`config.mk`:
```
export PLATFORM = sky130hd
export DESIGN_NAME = mmio_periph_flat
export DESIGN_NICKNAME = d
export VERILOG_FILES = /design/src/rtl/mmio_periph_if.sv /design/src/rtl/mmio_periph.sv /design/src/flat_wrapper.sv
export SDC_FILE = /design/constraint.sdc
export NUM_CORES = 1
export LEC_CHECK = 0
export ABC_AREA = 1
export BUFFER_PORTS_ARGS = -buffer_cell sky130_fd_sc_hd__buf_2
export CAP_MARGIN = 10
export CORE_MARGIN = 2
export CORE_UTILIZATION = 49
export CTS_CLUSTER_DIAMETER = 30
export DETAILED_ROUTE_END_ITERATION = 10
export PLACE_DENSITY = 0.88
export SETUP_SLACK_MARGIN = 0.3
export SLEW_MARGIN = 20
export SYNTH_ARGS = -nofsm -noshare
export SYNTH_HDL_FRONTEND = slang
export SYNTH_SLANG_ARGS = --single-unit
```
`constraint.sdc`:
```
create_clock -name clk -period 1.9 [get_ports clk]
set_input_delay 0.285 -clock clk [delete_from_list [all_inputs] [get_ports clk]]
set_output_delay 0.285 -clock clk [all_outputs]
set_load 0.01 [all_outputs]
```
`src/rtl/mmio_periph_if.sv`:
```
// ============================================================================
// Module   : mmio_periph_if
// Purpose  : CPU data-port / BRAM port-A bundle seen by mmio_periph.
// Revision : 1.0
// ============================================================================
`default_nettype none

interface mmio_periph_if #(
    parameter int WIDTH = 16
) ();
    logic [WIDTH-1:0] cpu_addr;
    logic [WIDTH-1:0] cpu_wdata;
    logic             cpu_we;
    logic [WIDTH-1:0] cpu_rdata;
    logic [WIDTH-1:0] mem_q;
    logic             mem_we;

    // The master side is the CPU together with the BRAM read-data return.
    modport master (
        output cpu_addr, cpu_wdata, cpu_we, mem_q,
        input  cpu_rdata, mem_we
    );

    modport slave (
        input  cpu_addr, cpu_wdata, cpu_we, mem_q,
        output cpu_rdata, mem_we
    );
endinterface

`default_nettype wire

```
`src/rtl/mmio_periph.sv`:
```
// ============================================================================
// Module   : mmio_periph
// Purpose  : I/O window decode, output/input registers, sticky change flags,
//            compare/auto-reload timer and level interrupt.
// Revision : 1.0
// ============================================================================
`default_nettype none

module mmio_periph #(
    parameter int               WIDTH   = 16,
    parameter logic [WIDTH-1:0] IO_BASE = 16'h0300,
    parameter logic [WIDTH-1:0] IO_MASK = 16'h03F0,
    parameter int               NUM_OUT = 2,
    parameter int               OUT_W   = 10,
    parameter int               NUM_IN  = 1,
    parameter int               IN_W    = 10
) (
    input  wire logic                     clk,
    input  wire logic                     reset,
    mmio_periph_if.slave                  bus,
    input  wire logic [NUM_IN*IN_W-1:0]   in_bus,
    output logic      [NUM_OUT*OUT_W-1:0] out_bus,
    output logic                          irq
);

    localparam logic [3:0] c_OFF_IN   = 4'd8;
    localparam logic [3:0] c_OFF_CHG  = 4'd12;
    localparam logic [3:0] c_OFF_TCNT = 4'd13;
    localparam logic [3:0] c_OFF_TCMP = 4'd14;
    localparam logic [3:0] c_OFF_CTRL = 4'd15;

    logic                     w_io_sel;
    logic [3:0]               w_off;
    logic                     w_io_wr;
    logic [WIDTH-1:0]         w_io_rdata;

    logic [OUT_W-1:0]         r_out [NUM_OUT];
    logic [NUM_IN*IN_W-1:0]   r_s1;
    logic [NUM_IN*IN_W-1:0]   r_s2;
    logic [NUM_IN*IN_W-1:0]   r_s3;
    logic [NUM_IN-1:0]        r_chg;
    logic [NUM_IN-1:0]        w_chg_set;
    logic [NUM_IN-1:0]        w_chg_clr;

    logic [WIDTH-1:0]         r_tcnt;
    logic [WIDTH-1:0]         r_tcmp;
    logic                     r_ten;
    logic                     r_ie_chg;
    logic                     r_ie_tmr;
    logic                     r_match;
    logic                     w_tmr_hit;
    logic                     w_tcmp_wr;
    logic                     w_ctrl_wr;

    assign w_io_sel      = (bus.cpu_addr & IO_MASK) == IO_BASE;
    assign w_off         = bus.cpu_addr[3:0];
    assign w_io_wr       = bus.cpu_we & w_io_sel;
    assign bus.mem_we    = bus.cpu_we & ~w_io_sel;
    assign bus.cpu_rdata = w_io_sel ? w_io_rdata : bus.mem_q;

    // Output registers
    always_ff @(posedge clk) begin
        if (reset) begin
            for (int i = 0; i < NUM_OUT; i++) r_out[i] <= '0;
        end else begin
            for (int i = 0; i < NUM_OUT; i++) begin
                if (w_io_wr && w_off == 4'(i)) r_out[i] <= bus.cpu_wdata[OUT_W-1:0];
            end
        end
    end

    generate
        for (genvar gi = 0; gi < NUM_OUT; gi++) begin : g_out_bus
            assign out_bus[gi*OUT_W +: OUT_W] = r_out[gi];
        end
    endgenerate

    // Input synchroniser; the third stage exists only to detect edges on s2.
    always_ff @(posedge clk) begin
        if (reset) begin
            r_s1 <= '0;
            r_s2 <= '0;
            r_s3 <= '0;
        end else begin
            r_s1 <= in_bus;
            r_s2 <= r_s1;
            r_s3 <= r_s2;
        end
    end

    generate
        for (genvar gi = 0; gi < NUM_IN; gi++) begin : g_chg_set
            assign w_chg_set[gi] = r_s2[gi*IN_W +: IN_W] != r_s3[gi*IN_W +: IN_W];
        end
    endgenerate

    assign w_chg_clr = (w_io_wr && w_off == c_OFF_CHG) ? bus.cpu_wdata[NUM_IN-1:0] : '0;

    // A new change on the same edge as a W1C clear keeps the flag set.
    always_ff @(posedge clk) begin
        if (reset) r_chg <= '0;
        else       r_chg <= (r_chg & ~w_chg_clr) | w_chg_set;
    end

    // Timer: the hit is evaluated against the old TCMP, so a simultaneous
    // TCMP write still latches MATCH from the previous compare value.
    assign w_tmr_hit = r_ten && (r_tcnt == r_tcmp);
    assign w_tcmp_wr = w_io_wr && (w_off == c_OFF_TCMP);
    assign w_ctrl_wr = w_io_wr && (w_off == c_OFF_CTRL);

    always_ff @(posedge clk) begin
        if (reset) begin
            r_tcnt   <= '0;
            r_tcmp   <= '0;
            r_ten    <= 1'b0;
            r_ie_chg <= 1'b0;
            r_ie_tmr <= 1'b0;
            r_match  <= 1'b0;
        end else begin
            if (w_tmr_hit || w_tcmp_wr) r_tcnt <= '0;
            else if (r_ten)             r_tcnt <= r_tcnt + 1'b1;

            if (w_tcmp_wr) r_tcmp <= bus.cpu_wdata;

            if (w_tmr_hit)                         r_match <= 1'b1;
            else if (w_ctrl_wr && bus.cpu_wdata[3]) r_match <= 1'b0;

            if (w_ctrl_wr) begin
                r_ten    <= bus.cpu_wdata[0];
                r_ie_chg <= bus.cpu_wdata[1];
                r_ie_tmr <= bus.cpu_wdata[2];
            end
        end
    end

    // Register read mux; anything not matched reads zero.
    always_comb begin
        w_io_rdata = '0;
        for (int i = 0; i < NUM_OUT; i++) begin
            if (w_off == 4'(i)) w_io_rdata[OUT_W-1:0] = r_out[i];
        end
        for (int i = 0; i < NUM_IN; i++) begin
            if (w_off == c_OFF_IN + 4'(i)) w_io_rdata[IN_W-1:0] = r_s2[i*IN_W +: IN_W];
        end
        case (w_off)
            c_OFF_CHG:  w_io_rdata[NUM_IN-1:0] = r_chg;
            c_OFF_TCNT: w_io_rdata             = r_tcnt;
            c_OFF_TCMP: w_io_rdata             = r_tcmp;
            c_OFF_CTRL: w_io_rdata[3:0]        = {r_match, r_ie_tmr, r_ie_chg, r_ten};
            default:    ;
        endcase
    end

    assign irq = ((|r_chg) & r_ie_chg) | (r_match & r_ie_tmr);

endmodule

`default_nettype wire

```
`src/flat_wrapper.sv`:
```
// flat-port wrapper written by rule: the top's interface ports become plain ports
module mmio_periph_flat 
#(
    parameter int               WIDTH   = 16,
    parameter logic [WIDTH-1:0] IO_BASE = 16'h0300,
    parameter logic [WIDTH-1:0] IO_MASK = 16'h03F0,
    parameter int               NUM_OUT = 2,
    parameter int               OUT_W   = 10,
    parameter int               NUM_IN  = 1,
    parameter int               IN_W    = 10
)
  (clk, reset, in_bus, out_bus, irq, bus_cpu_addr, bus_cpu_wdata, bus_cpu_we, bus_mem_q, bus_cpu_rdata, bus_mem_we);
  mmio_periph_if #(.WIDTH(WIDTH)) bus_i ();
  input  wire logic clk;
  input  wire logic reset;
  input  wire logic [NUM_IN*IN_W-1:0] in_bus;
  output logic      [NUM_OUT*OUT_W-1:0] out_bus;
  output logic irq;
  input wire logic [$bits(bus_i.cpu_addr)-1:0] bus_cpu_addr;
  input wire logic [$bits(bus_i.cpu_wdata)-1:0] bus_cpu_wdata;
  input wire logic [$bits(bus_i.cpu_we)-1:0] bus_cpu_we;
  input wire logic [$bits(bus_i.mem_q)-1:0] bus_mem_q;
  output wire logic [$bits(bus_i.cpu_rdata)-1:0] bus_cpu_rdata;
  output wire logic [$bits(bus_i.mem_we)-1:0] bus_mem_we;
  assign bus_i.cpu_addr = bus_cpu_addr;
  assign bus_i.cpu_wdata = bus_cpu_wdata;
  assign bus_i.cpu_we = bus_cpu_we;
  assign bus_i.mem_q = bus_mem_q;
  assign bus_cpu_rdata = bus_i.cpu_rdata;
  assign bus_mem_we = bus_i.mem_we;
  mmio_periph #(.WIDTH(WIDTH), .IO_BASE(IO_BASE), .IO_MASK(IO_MASK), .NUM_OUT(NUM_OUT), .OUT_W(OUT_W), .NUM_IN(NUM_IN), .IN_W(IN_W)) u_core (.clk(clk), .reset(reset), .bus(bus_i), .in_bus(in_bus), .out_bus(out_bus), .irq(irq));
endmodule
```
* After elaboration in Yosys (flattened, before gate mapping)
Memory sizes are Yosys's and may differ from the RTL's. Index checks and enable logic that the tools add are counted.
Storage, ports and cells: memories kept 1, logic and storage cells 63, output and inout port bits 38, RAM bits 20, register bits 67, input port bits 61
Cells by class: equal/unequal tests 9, mux-type cells 20, reduce and logical (&&, ||, !) cells 11, add/sub/neg operators 1, bitwise gates (word level) 11
Memory list:
- u_core.r_out | words 2, bits a word 10, read ports 2, clocked after Yosys merged registers in 0, wr ports 2, line mmio_periph.sv:37 | logic [OUT_W-1:0] r_out [NUM_OUT];
Operator list (count):
- two-way mux 10 bit | 5
- one-hot mux 12 bit (2 select lines) | 1
- equality test 4 bit (second input constant) | 5
- adder 16 x 1 -> 16 bit (second input constant) | 1
- equality test 16 bit | 1
- two-way mux 16 bit | 1
- two-way mux 1 bit | 11
- inequality test 10 bit | 1
- one-hot mux 3 bit (3 select lines) | 1
- logical AND 1 bit | 7
- equality test 6 bit (second input constant) | 1
- AND 1 bit | 5
- equality test 4 x 1 -> 1 bit (second input constant) | 1
- zero test 4 bit | 1
- bitwise OR 1 bit | 4
- one-hot mux 1 bit (4 select lines) | 1
- NOT 1 bit | 2
- nonzero test 2 bit | 1
- OR reduction 2 bit | 1
- logical OR 1 bit | 1

* Longest topological paths before layout
Gate-level depths: netlist of the first run.
depth in word-level cells 7, depth in mapped cells 10, gate-level depth less buffers 10

* Least setup slack after synthesis of the first run
Ideal clock, no wire load.
path kind in2reg, from in bus_cpu_addr[7], to mem u_core.r_out[0][0] (enable), library setup time 0.391 ns, arrival time 1.498 ns, path slack 0.012 ns, stages on the path 5, required time 1.509 ns, path through nor2_1 > nand2_1 > nor2_4 > nand2_2 > o21ai_0
RTL lines:
- start: declaration | line flat_wrapper.sv:19 | input wire logic [$bits(bus_i.cpu_addr)-1:0] bus_cpu_addr;
- end: declaration | line mmio_periph.sv:37

* Final worst setup path of the first run
from reg u_core.r_tcmp[2], to out bus_cpu_rdata[2]
Between the ends: cells in the longest elaborated chain, start to end 2
Ends and longest elaborated chain:
- start: declaration | line mmio_periph.sv:46 | logic [WIDTH-1:0] r_tcmp;
- start signal: assignment | line mmio_periph.sv:123 | if (w_tcmp_wr) r_tcmp <= bus.cpu_wdata;
- one-hot mux 3 bit (3 select lines) | line mmio_periph.sv:145 | case (w_off)
- two-way mux 16 bit | line mmio_periph.sv:59 | assign bus.cpu_rdata = w_io_sel ? w_io_rdata : bus.mem_q;
- end: declaration | line flat_wrapper.sv:23 | output wire logic [$bits(bus_i.cpu_rdata)-1:0] bus_cpu_rdata;
No other way between the ends.

==> flow_summary_export.csv, run 1 <==
group,metric,value,unit
clock_network,cts_tree,"done",
sta,max_freq,0.5728,GHz
drt,detail-route-antenna-nets,0,
final_layout,fin_nets,823,
yosys,synth.distinct_cells,37,
floorplanning,dieArea,9696,um2
floorplanning,pin_count,99,
setup_path,critical_path.startpoint_type,"flip-flop",
setup_path,startpoint,"u_core.r_tcmp[2]",
clock_network,holdBufCountCts,0,
final_layout,nFillCells,571,
setup_path,cp_data_arrival_time,1.46,ns
floorplanning,die_w,98.47,um
sta,worst_slack,0.1540,ns
drt,wl_per_cell,18.13,um
placement,io_buffers,92,
final_layout,layout-drive-gt1-share,0.3825,
yosys,ys_warn_count,0,
drt,wl_met2,7.339,mm
clock_network,htree_levels,3,
yosys,syn-instance-count,610,
drt,drt-initial-drc-count,756,
placement,dp.final_hpwl,8.752,mm
clock_network,cts_sinks,87,
yosys,synth_seq_cells,87,
floorplanning,initial_core_util,0.5039,
final_layout,regArea,1994,um2
pwr,vdd_drop_max,1.050,mV
sta,finalHoldViolations,0,
setup_path,r2r_slack,0.30,ns
global_routing,grt_max_degree,37,
floorplanning,dieHeight,98.47,um
final_layout,area_growth,41.06,%
setup_path,r2r-start,"u_core.r_tcmp[12]",
placement,gp_congestion,0.9097,
clock_network,cts_buffer_depth,2,
setup_path,reg2regPathDepth,9,
final_layout,diodes,0,
floorplanning,row_count,34,
drt,vias,5019,
clock_network,clockRootBuffer,"clkbuf_8",
setup_path,critPathRequiredTime,1.62,ns
sta,maxSlewHeadroom,0.6495,
hold_path,hp-class,"input pin to flip-flop",
sta,setup-tns-final,0,ns
yosys,synth_top_area_cell,"dfxtp_1",
global_routing,antenna_found_initial,0,
sta,worst_pin_slew,0.5238,ns
global_routing,grt_pass1_wl,21.80,mm
sta,rsz0062_at_grt,"yes",
sta,maxSlewViolCount,0,
yosys,synth.area.top_cells,"dfxtp_1 (31%), edfxtp_1 (14%), nand2_1 (12%)",
yosys,async_flop_share,0,
clock_network,insertion_delay,0.38,ns
yosys,synth_top_area_frac,0.3067,
yosys,postSynthNetCount,672,
setup_path,r2r-end,"u_core.r_tcnt[0]",
clock_network,cts_made_buffers,9,
sta,skew,0.01575,ns
floorplanning,core,8678,um2
drt,drt-met1-wl,5.633,mm
outcome,status,"completed",
pwr,power.leakage,2.837,nW
global_routing,grtUsageTotal,0.2883,
setup_path,worstPathMaxFanout,4,
drt,firstDrtPassIters,6,
setup_path,end_kind,"output port",
global_routing,gr-total-overflow,0,
clock_network,cts.clk_slew.worst_paths,0.10,ns
sta,fin_crit_sh,0.9189,
drt,drc,0,
setup_path,endpoint,"bus_cpu_rdata[2]",
yosys,synth_ff_type,"dfxtp_1",
setup_path,crit_type,"flip-flop to output port",
flow_run,cap_violations,0,
global_routing,grt_pass1_vias,4497,
drt,top_layer,"met4",
drt,avgViaCountPerCell,5.743,
yosys,synth_edf_count,20,
sta,fin_crit,1.746,ns
sta,setup_viol,0,
yosys,synth_area,4373,um2
drt,wl_met3,1.877,mm
yosys,yosysSeqAreaShare,0.4441,
final_layout,multi_input_area,2312,um2
pwr,p_per_area,638.6,nW/um2
placement,pre_cts_slack,0.09824,ns
drt,wl,15.85,mm
yosys,syn_avg_cell_area,7.169,um2
-- through the flow --
stage	instance area (um2)	utilization	hold slack [ns]	total power, mW	instances
2_1_floorplan	4373	-	0.3883	2.166	610
4_1_cts	5886	0.6782	0.1059	3.845	862
3_3_place_gp	4964	0.5719	0.3937	2.304	804
6_report	6168	0.7108	0.1046	3.939	874
3_5_place_dp	4964	0.5719	0.3987	2.317	804
5_1_grt	6168	0.7108	0.1036	4.045	874
-- cell usage after synthesis (6+ instances only) --
cell      count
a21oi_1      29
buf_2         8
dfxtp_1      67
edfxtp_1     20
inv_1        94
nand2_1     145
nand3_1      25
nor2_1      103
nor2_2       14
o21a_1        6
o21ai_0      12
o21ai_1      10
o221ai_1      6
o22ai_1       9
or2_2         6
xor2_1       14
-- logic make-up after synthesis --
logic type      Yosys count  share of synthesized area
compound gates           79                     0.1056
buf+inv                 115                     0.1062
xor+xnor                 18                    0.03605
fa+ha+maj                 1                   0.002861
flops                    87                     0.4441
simple gates            310                     0.3053
-- critical path, stage by stage, from the launching register on --
cell and delay (ns):
dfxtp_1 0.42, inv_2 0.08, nor2_1 0.21, nor2_1 0.09, nand2_1 0.07, nand2_1 0.05
nand2_1 0.05, buf_2 0.12
-- power breakdown --
group	total (mW)	switching, mW	internal (mW)	leakage (nW)
logic	0.448	0.243	0.205	1.97
registers	1.96	0.0341	1.93	0.751
clock network	1.53	0.737	0.795	0.116
-- flip-flops by register name, summed over array words and instances (netlist names), 10 cells and up --
| register | count |
|---|---|
| u_core.r_out | 20 |
| u_core.r_tcmp | 16 |
| u_core.r_tcnt | 16 |
| u_core.r_s1 | 10 |
| u_core.r_s2 | 10 |
| u_core.r_s3 | 10 |
-- layout by cell type (no fill, tap or decap), drive strengths merged --
cell and instances:
buf 151, nand2 150, nor2 120, inv 99, dfxtp 67, a21oi 29, nand3 25, o21ai 22
edfxtp 20, xor2 14, clkbuf 12, o22ai 9, nand4 7, o21a 6, o221ai 6, or2 6
a21boi 6, xnor2 4, clkinvlp 3, nor3 2, bufinv 2, clkinv 2, o211ai 1, nor3b 1
nand3b 1, ha 1
-- cell type report --
type / instances / share of cell area
Multi-Input combinational cell: 410 / 0.3748
Sequential cell: 87 / 0.3233
Timing Repair Buffer: 152 / 0.1773
Inverter: 99 / 0.06288
Clock buffer: 11 / 0.02292
Tap cell: 108 / 0.02191
Clock inverter: 5 / 0.01440
Timing Repair inverter: 2 / 0.002434
-- worst min path at each step --
stage | end | depth (start not counted) | slack, ns | startpoint
4_1_cts | u_core.r_s1[6] | 3 | 0.11 | in_bus[6]
2_1_floorplan | u_core.r_s2[0] | 2 | 0.39 | u_core.r_s1[0]
6_report | u_core.r_s1[8] | 3 | 0.10 | in_bus[8]
3_3_place_gp | u_core.r_s2[2] | 2 | 0.39 | u_core.r_s1[2]
3_5_place_dp | u_core.r_s2[8] | 2 | 0.40 | u_core.r_s1[8]
5_1_grt | u_core.r_s1[6] | 3 | 0.10 | in_bus[6]
-- routing by layer --
metal | vias up | global-route usage
li1 | 2202 | -
met1 | 2295 | 0.3513
met2 | 414 | 0.4757
met3 | 108 | 0.07376
met4 | 0 | 0.1423
met5 | - | 0
-- repair_timing --
action | CTS | global route
cloned | 5 | 1
pin swaps | 29 | 28
endpoints found under the setup margin | 16 | 35
buffers inserted | 37 | 11
gates resized for setup | 112 | 53
(Power assumes the default switching activity.)
==> run 2: changes to the inputs <==
Settings changed: CORE_UTILIZATION 49 to 29, PLACE_DENSITY 0.88 to 0.62.
==> run 2 against run 1 <==
Core utilization down 31 points. Sequential cell count unchanged. Largest cell class unchanged. Global-route usage is 13 points lower. Critical path type is now input pin to output port.
==> flow_summary_export.csv, run 2 (synthesized netlist as in run 1, its figures left out) <==
group,metric,value,unit
global_routing,gr-total-overflow,0,
sta,fin_crit_sh,0.8850,
drt,detail-route-antenna-nets,0,
setup_path,end_kind,"output port",
final_layout,nFillCells,1519,
setup_path,crit_type,"input pin to output port",
floorplanning,die_w,126.8,um
clock_network,cts.clk_slew.worst_paths,0.07,ns
placement,dp.final_hpwl,9.217,mm
final_layout,diodes,0,
setup_path,worstPathMaxFanout,6,
floorplanning,dieHeight,126.8,um
final_layout,final_cells,920,
clock_network,htree_levels,3,
drt,firstDrtPassIters,4,
placement,io_buffers,92,
global_routing,grt_pass1_wl,19.73,mm
drt,avgViaCountPerCell,4.539,
setup_path,critical_path.startpoint_type,"input pin",
pwr,p_per_area,697.2,nW/um2
global_routing,grt_max_degree,36,
sta,setup-tns-final,0,ns
sta,finalHoldViolations,0,
clock_network,clockRootBuffer,"clkbuf_16",
final_layout,fin_nets,793,
pwr,power.leakage,2.672,nW
clock_network,insertion_delay,0.34,ns
setup_path,r2r-start,"u_core.r_tcnt[0]",
floorplanning,core,14640,um2
clock_network,cts_tree,"done",
final_layout,regArea,1954,um2
sta,worst_slack,0.2186,ns
final_layout,top_regs,"u_core.r_out x20, u_core.r_tcmp x16, u_core.r_tcnt x16",
setup_path,critPathRequiredTime,1.62,ns
setup_path,startpoint,"bus_cpu_addr[6]",
global_routing,antenna_found_initial,0,
sta,fin_crit,1.681,ns
drt,wl,12.64,mm
sta,maxSlewHeadroom,0.7245,
drt,drc,0,
hold_path,hp-class,"input pin to flip-flop",
hold_path,holdCritStartpoint,"in_bus[6]",
sta,skew,0.008292,ns
clock_network,cts_sinks,87,
final_layout,multi_input_area,2222,um2
outcome,status,"completed",
floorplanning,pin_count,99,
flow_run,cap_violations,0,
setup_path,crit_path_cell_trace,"buf_2 -> nor2_4 -> nand2_2 -> nor2_4 -> clkinvlp_4 -> buf_8 -> nor2_2 -> a21boi_2 -> buf_2",
placement,dp.cells,885,
floorplanning,initial_core_util,0.2986,
final_layout,final_common_cell,"nand2_1",
final_layout,area_growth,35.19,%
final_layout,final_core_util,0.4037,
placement,pre_cts_slack,0.07411,ns
setup_path,cp_data_arrival_time,1.40,ns
sta,maxSlewViolCount,0,
pwr,vdd_drop_max,0.3883,mV
sta,whs,0.1364,ns
setup_path,cpPeakStageDelay,0.20,ns
drt,vias,4176,
final_layout,layout-drive-gt1-share,0.3071,
sta,worst_pin_slew,0.4117,ns
placement,gp_congestion,0.8612,
floorplanning,row_count,44,
clock_network,cts_buffer_depth,2,
setup_path,path_buf_inv,4,
drt,wl_per_cell,13.74,um
sta,rsz0062_at_grt,"yes",
final_layout,largest_reg_flops,20,
sta,max_freq,0.5947,GHz
final_layout,regMostFlops,"u_core.r_out",
global_routing,grtUsageTotal,0.1575,
setup_path,critPathTopFamily,"buffers and inverters",
drt,drt-initial-drc-count,211,
final_layout,layout_common_cells,"nand2_1 (135), nor2_1 (93), inv_1 (91)",
global_routing,grt_pass1_vias,3991,
floorplanning,dieArea,16080,um2
clock_network,cts_made_buffers,9,
sta,setup_viol,0,
setup_path,cpMaxStageDelayCell,"nor2_4",
-- run 2: final timing paths --
path                        to  slack (ns)  cells after the start
min             u_core.r_s1[6]        0.14                      3
max           bus_cpu_rdata[9]        0.22                      9
min reg2reg     u_core.r_s2[4]        0.40                      2
max reg2reg  u_core.r_tcnt[12]        0.44                     10
-- run 2: routing by layer --
layer / GRT usage / wire length, um
met1: 0.2139 / 5954
met2: 0.2537 / 5886
met3: 0.02446 / 584
met5: 0 / 0
met4: 0.05882 / 218
-- run 2: timing repair --
action                     CTS  global route
gates resized for setup     47            51
cloned                       1             1
pin swaps                    8            16
setup endpoints to repair   16            41
hold buffers                 0             0
buffers inserted            11             6
-- run 2: cell type report --
class                   count  share of cell area
well taps                 184             0.03894
flip-flops and latches     87              0.3306
clock buffers              11             0.04296
repair buffers            124              0.1386
clock inverters             5            0.007831
inverters                  99             0.06519
multi-input cells         410              0.3759
-- run 2: worst register-to-register path: stages, from the launching register on --
cell and delay (ns):
dfxtp_2 0.38, ha_1 0.15, nand2_1 0.12, nor2_4 0.16, nand3b_2 0.14, nor2_4 0.16
nand2_1 0.07, nand2_1 0.05, nand2_1 0.04, inv_1 0.06, nor2_2 0.04
-- run 2: per-stage QoR --
step                      total power, mW  area [um2]
final                               4.122        5912
after global routing                4.268        5912
after CTS                           4.102        5682
after detailed placement            2.327        5096
after global placement              2.325        5096
after floorplan                     2.166        4373
-- run 2: report_power, final --
part           switching [mW]  internal [mW]
sequential             0.0279           1.94
combinational           0.217          0.174
clock                   0.775          0.990
==> run 3: changes to the inputs <==
==> constraint.sdc (replaced) <==
create_clock -name clk -period 1.9 [get_ports clk]
set_input_delay 0.285 -clock clk [delete_from_list [all_inputs] [get_ports clk]]
set_output_delay 0.285 -clock clk [all_outputs]
set_load 0.1 [all_outputs]
==> run 3 against run 2 <==
Largest power group unchanged. Power increased by 12%. Routed wire length is 9.3% higher. Sequential power barely moved. Die area unchanged. Core utilization up 6.7 points. Critical endpoint is now bus_cpu_rdata[6]. Largest cell class unchanged. Clock-buffer cell count down 2. Register-to-register slack hardly changed. Global-route usage increased by 0.87 points. Final area is 17% higher. First-iteration DRC count up 39%. Maximum frequency fell by 5.3%. Worst setup slack lost 0.094 ns.
==> flow_summary_export.csv, run 3 (synthesized netlist as in run 1, its figures left out) <==
group,metric,value,unit
global_routing,grtUsageTotal,0.1661,
final_layout,nFillCells,1387,
clock_network,cts_made_buffers,9,
clock_network,clockRootBuffer,"clkbuf_16",
clock_network,cts.clk_slew.worst_paths,0.07,ns
setup_path,startpoint,"bus_cpu_addr[1]",
final_layout,top_regs,"u_core.r_out x20, u_core.r_tcmp x16, u_core.r_tcnt x16",
sta,setup_viol,0,
clock_network,insertion_delay,0.35,ns
clock_network,holdBufCountCts,0,
final_layout,diodes,0,
setup_path,critPathRequiredTime,1.62,ns
setup_path,cp_data_arrival_time,1.49,ns
floorplanning,dieArea,16080,um2
drt,firstDrtPassIters,4,
clock_network,htree_levels,3,
sta,maxSlewHeadroom,0.6647,
setup_path,critical_path.startpoint_type,"input pin",
clock_network,cts_sinks,87,
sta,fin_crit,1.775,ns
pwr,p_per_area,666.8,nW/um2
global_routing,grt_max_degree,36,
placement,io_buffers,92,
sta,whs,0.1302,ns
final_layout,final_cells,948,
floorplanning,die_w,126.8,um
placement,gp_congestion,0.8978,
setup_path,r2r-start,"u_core.r_tcnt[14]",
global_routing,grt_pass1_vias,4186,
floorplanning,pin_count,99,
sta,worst_pin_slew,0.5064,ns
final_layout,regMostFlops,"u_core.r_out",
clock_network,cts_buffer_depth,2,
sta,max_freq,0.5632,GHz
final_layout,layout-drive-gt1-share,0.3953,
drt,drt-initial-drc-count,293,
placement,dp.cells,891,
global_routing,gr-total-overflow,0,
drt,wl_per_cell,14.57,um
setup_path,r2r_slack,0.44,ns
global_routing,grt_pass1_wl,21.04,mm
floorplanning,row_count,44,
floorplanning,dieHeight,126.8,um
sta,fin_crit_sh,0.9344,
drt,drc,0,
final_layout,largest_reg_flops,20,
setup_path,end_kind,"output port",
sta,finalHoldViolations,0,
drt,detail-route-antenna-nets,0,
flow_run,cap_violations,0,
setup_path,crit_type,"input pin to output port",
setup_path,worstPathMaxFanout,8,
placement,dp.final_hpwl,9.546,mm
sta,skew,0.005957,ns
drt,wl,13.81,mm
hold_path,holdCritStartpoint,"in_bus[0]",
hold_path,hp-class,"input pin to flip-flop",
outcome,status,"completed",
final_layout,final_common_cell,"nand2_1",
sta,rsz0062_at_grt,"yes",
final_layout,multi_input_area,2614,um2
drt,vias,4388,
drt,avgViaCountPerCell,4.629,
final_layout,layout_common_cells,"nand2_1 (126), nor2_1 (91), inv_1 (85)",
final_layout,area_growth,57.63,%
pwr,power.leakage,3.039,nW
final_layout,regArea,1966,um2
sta,maxSlewViolCount,0,
clock_network,cts_tree,"done",
global_routing,antenna_found_initial,0,
floorplanning,core,14640,um2
final_layout,fin_nets,821,
pwr,vdd_drop_max,0.4483,mV
floorplanning,initial_core_util,0.2986,
pwr,power,4.596,mW
[run 3: cell types whose count changed in the layout (fill, tap and decap cells not counted), sizes merged]
cell / previous run / this run
buf: 122 / 151
clkbuf: 13 / 9
clkinv: 3 / 4
clkinvlp: 1 / 2
nand2: 151 / 152
[run 3: power by group]
part	total, mW	switching, mW	internal (mW)	leakage [nW]
sequential	1.96	0.0291	1.93	0.743
clock	1.76	0.828	0.932	0.148
combinational	0.874	0.575	0.299	2.15
[run 3: path summary, 6_finish.rpt]
kind	to	cells after the start
max	bus_cpu_rdata[6]	9
min reg2reg	u_core.r_s2[6]	2
max reg2reg	u_core.r_tcnt[3]	7
min	u_core.r_s1[0]	3
[run 3: layer usage]
layer	vias to the layer above	global-route usage	share of wire
met4	0	0.03685	0.0076
li1	2200	-	-
met2	157	0.2614	0.46
met1	2023	0.2329	0.46
met3	8	0.03922	0.071
met5	-	0	0
[run 3: critical path, stage by stage]
cell and delay, ns:
buf_6 0.12, nor2_4 0.11, buf_6 0.13, buf_12 0.11, nand2_8 0.11, o22ai_4 0.20
nor2_4 0.07, a21boi_4 0.15, buf_12 0.19
[run 3: repair_timing]
action                                  4_1_cts  5_1_grt
pin swaps                                    27       25
endpoints found under the hold margin         0        0
setup buffers                                18       19
endpoints found under the setup margin       18       56
resized for setup                           108       49
cloned                                        2        2
[run 3: layout make-up]
cell class,count,area share
Multi-Input combinational cell,411,0.3792
Inverter,99,0.05718
Clock inverter,7,0.01035
Tap cell,184,0.03340
Timing Repair Buffer,151,0.2020
Clock buffer,9,0.03267
Sequential cell,87,0.2852
[run 3: metrics by stage]
step                instance area [um2]  setup WS (ns)  utilization  TNS, ns
finish                             6893         0.1246       0.4707        0
floorplan                          4578        -0.1928            -   -1.157
global route                       6893        0.06463       0.4707        0
CTS                                6534         0.1157       0.4462        0
detailed placement                 5609       -0.08222       0.3830  -0.3614
global placement                   5609       -0.05147       0.3830  -0.1624
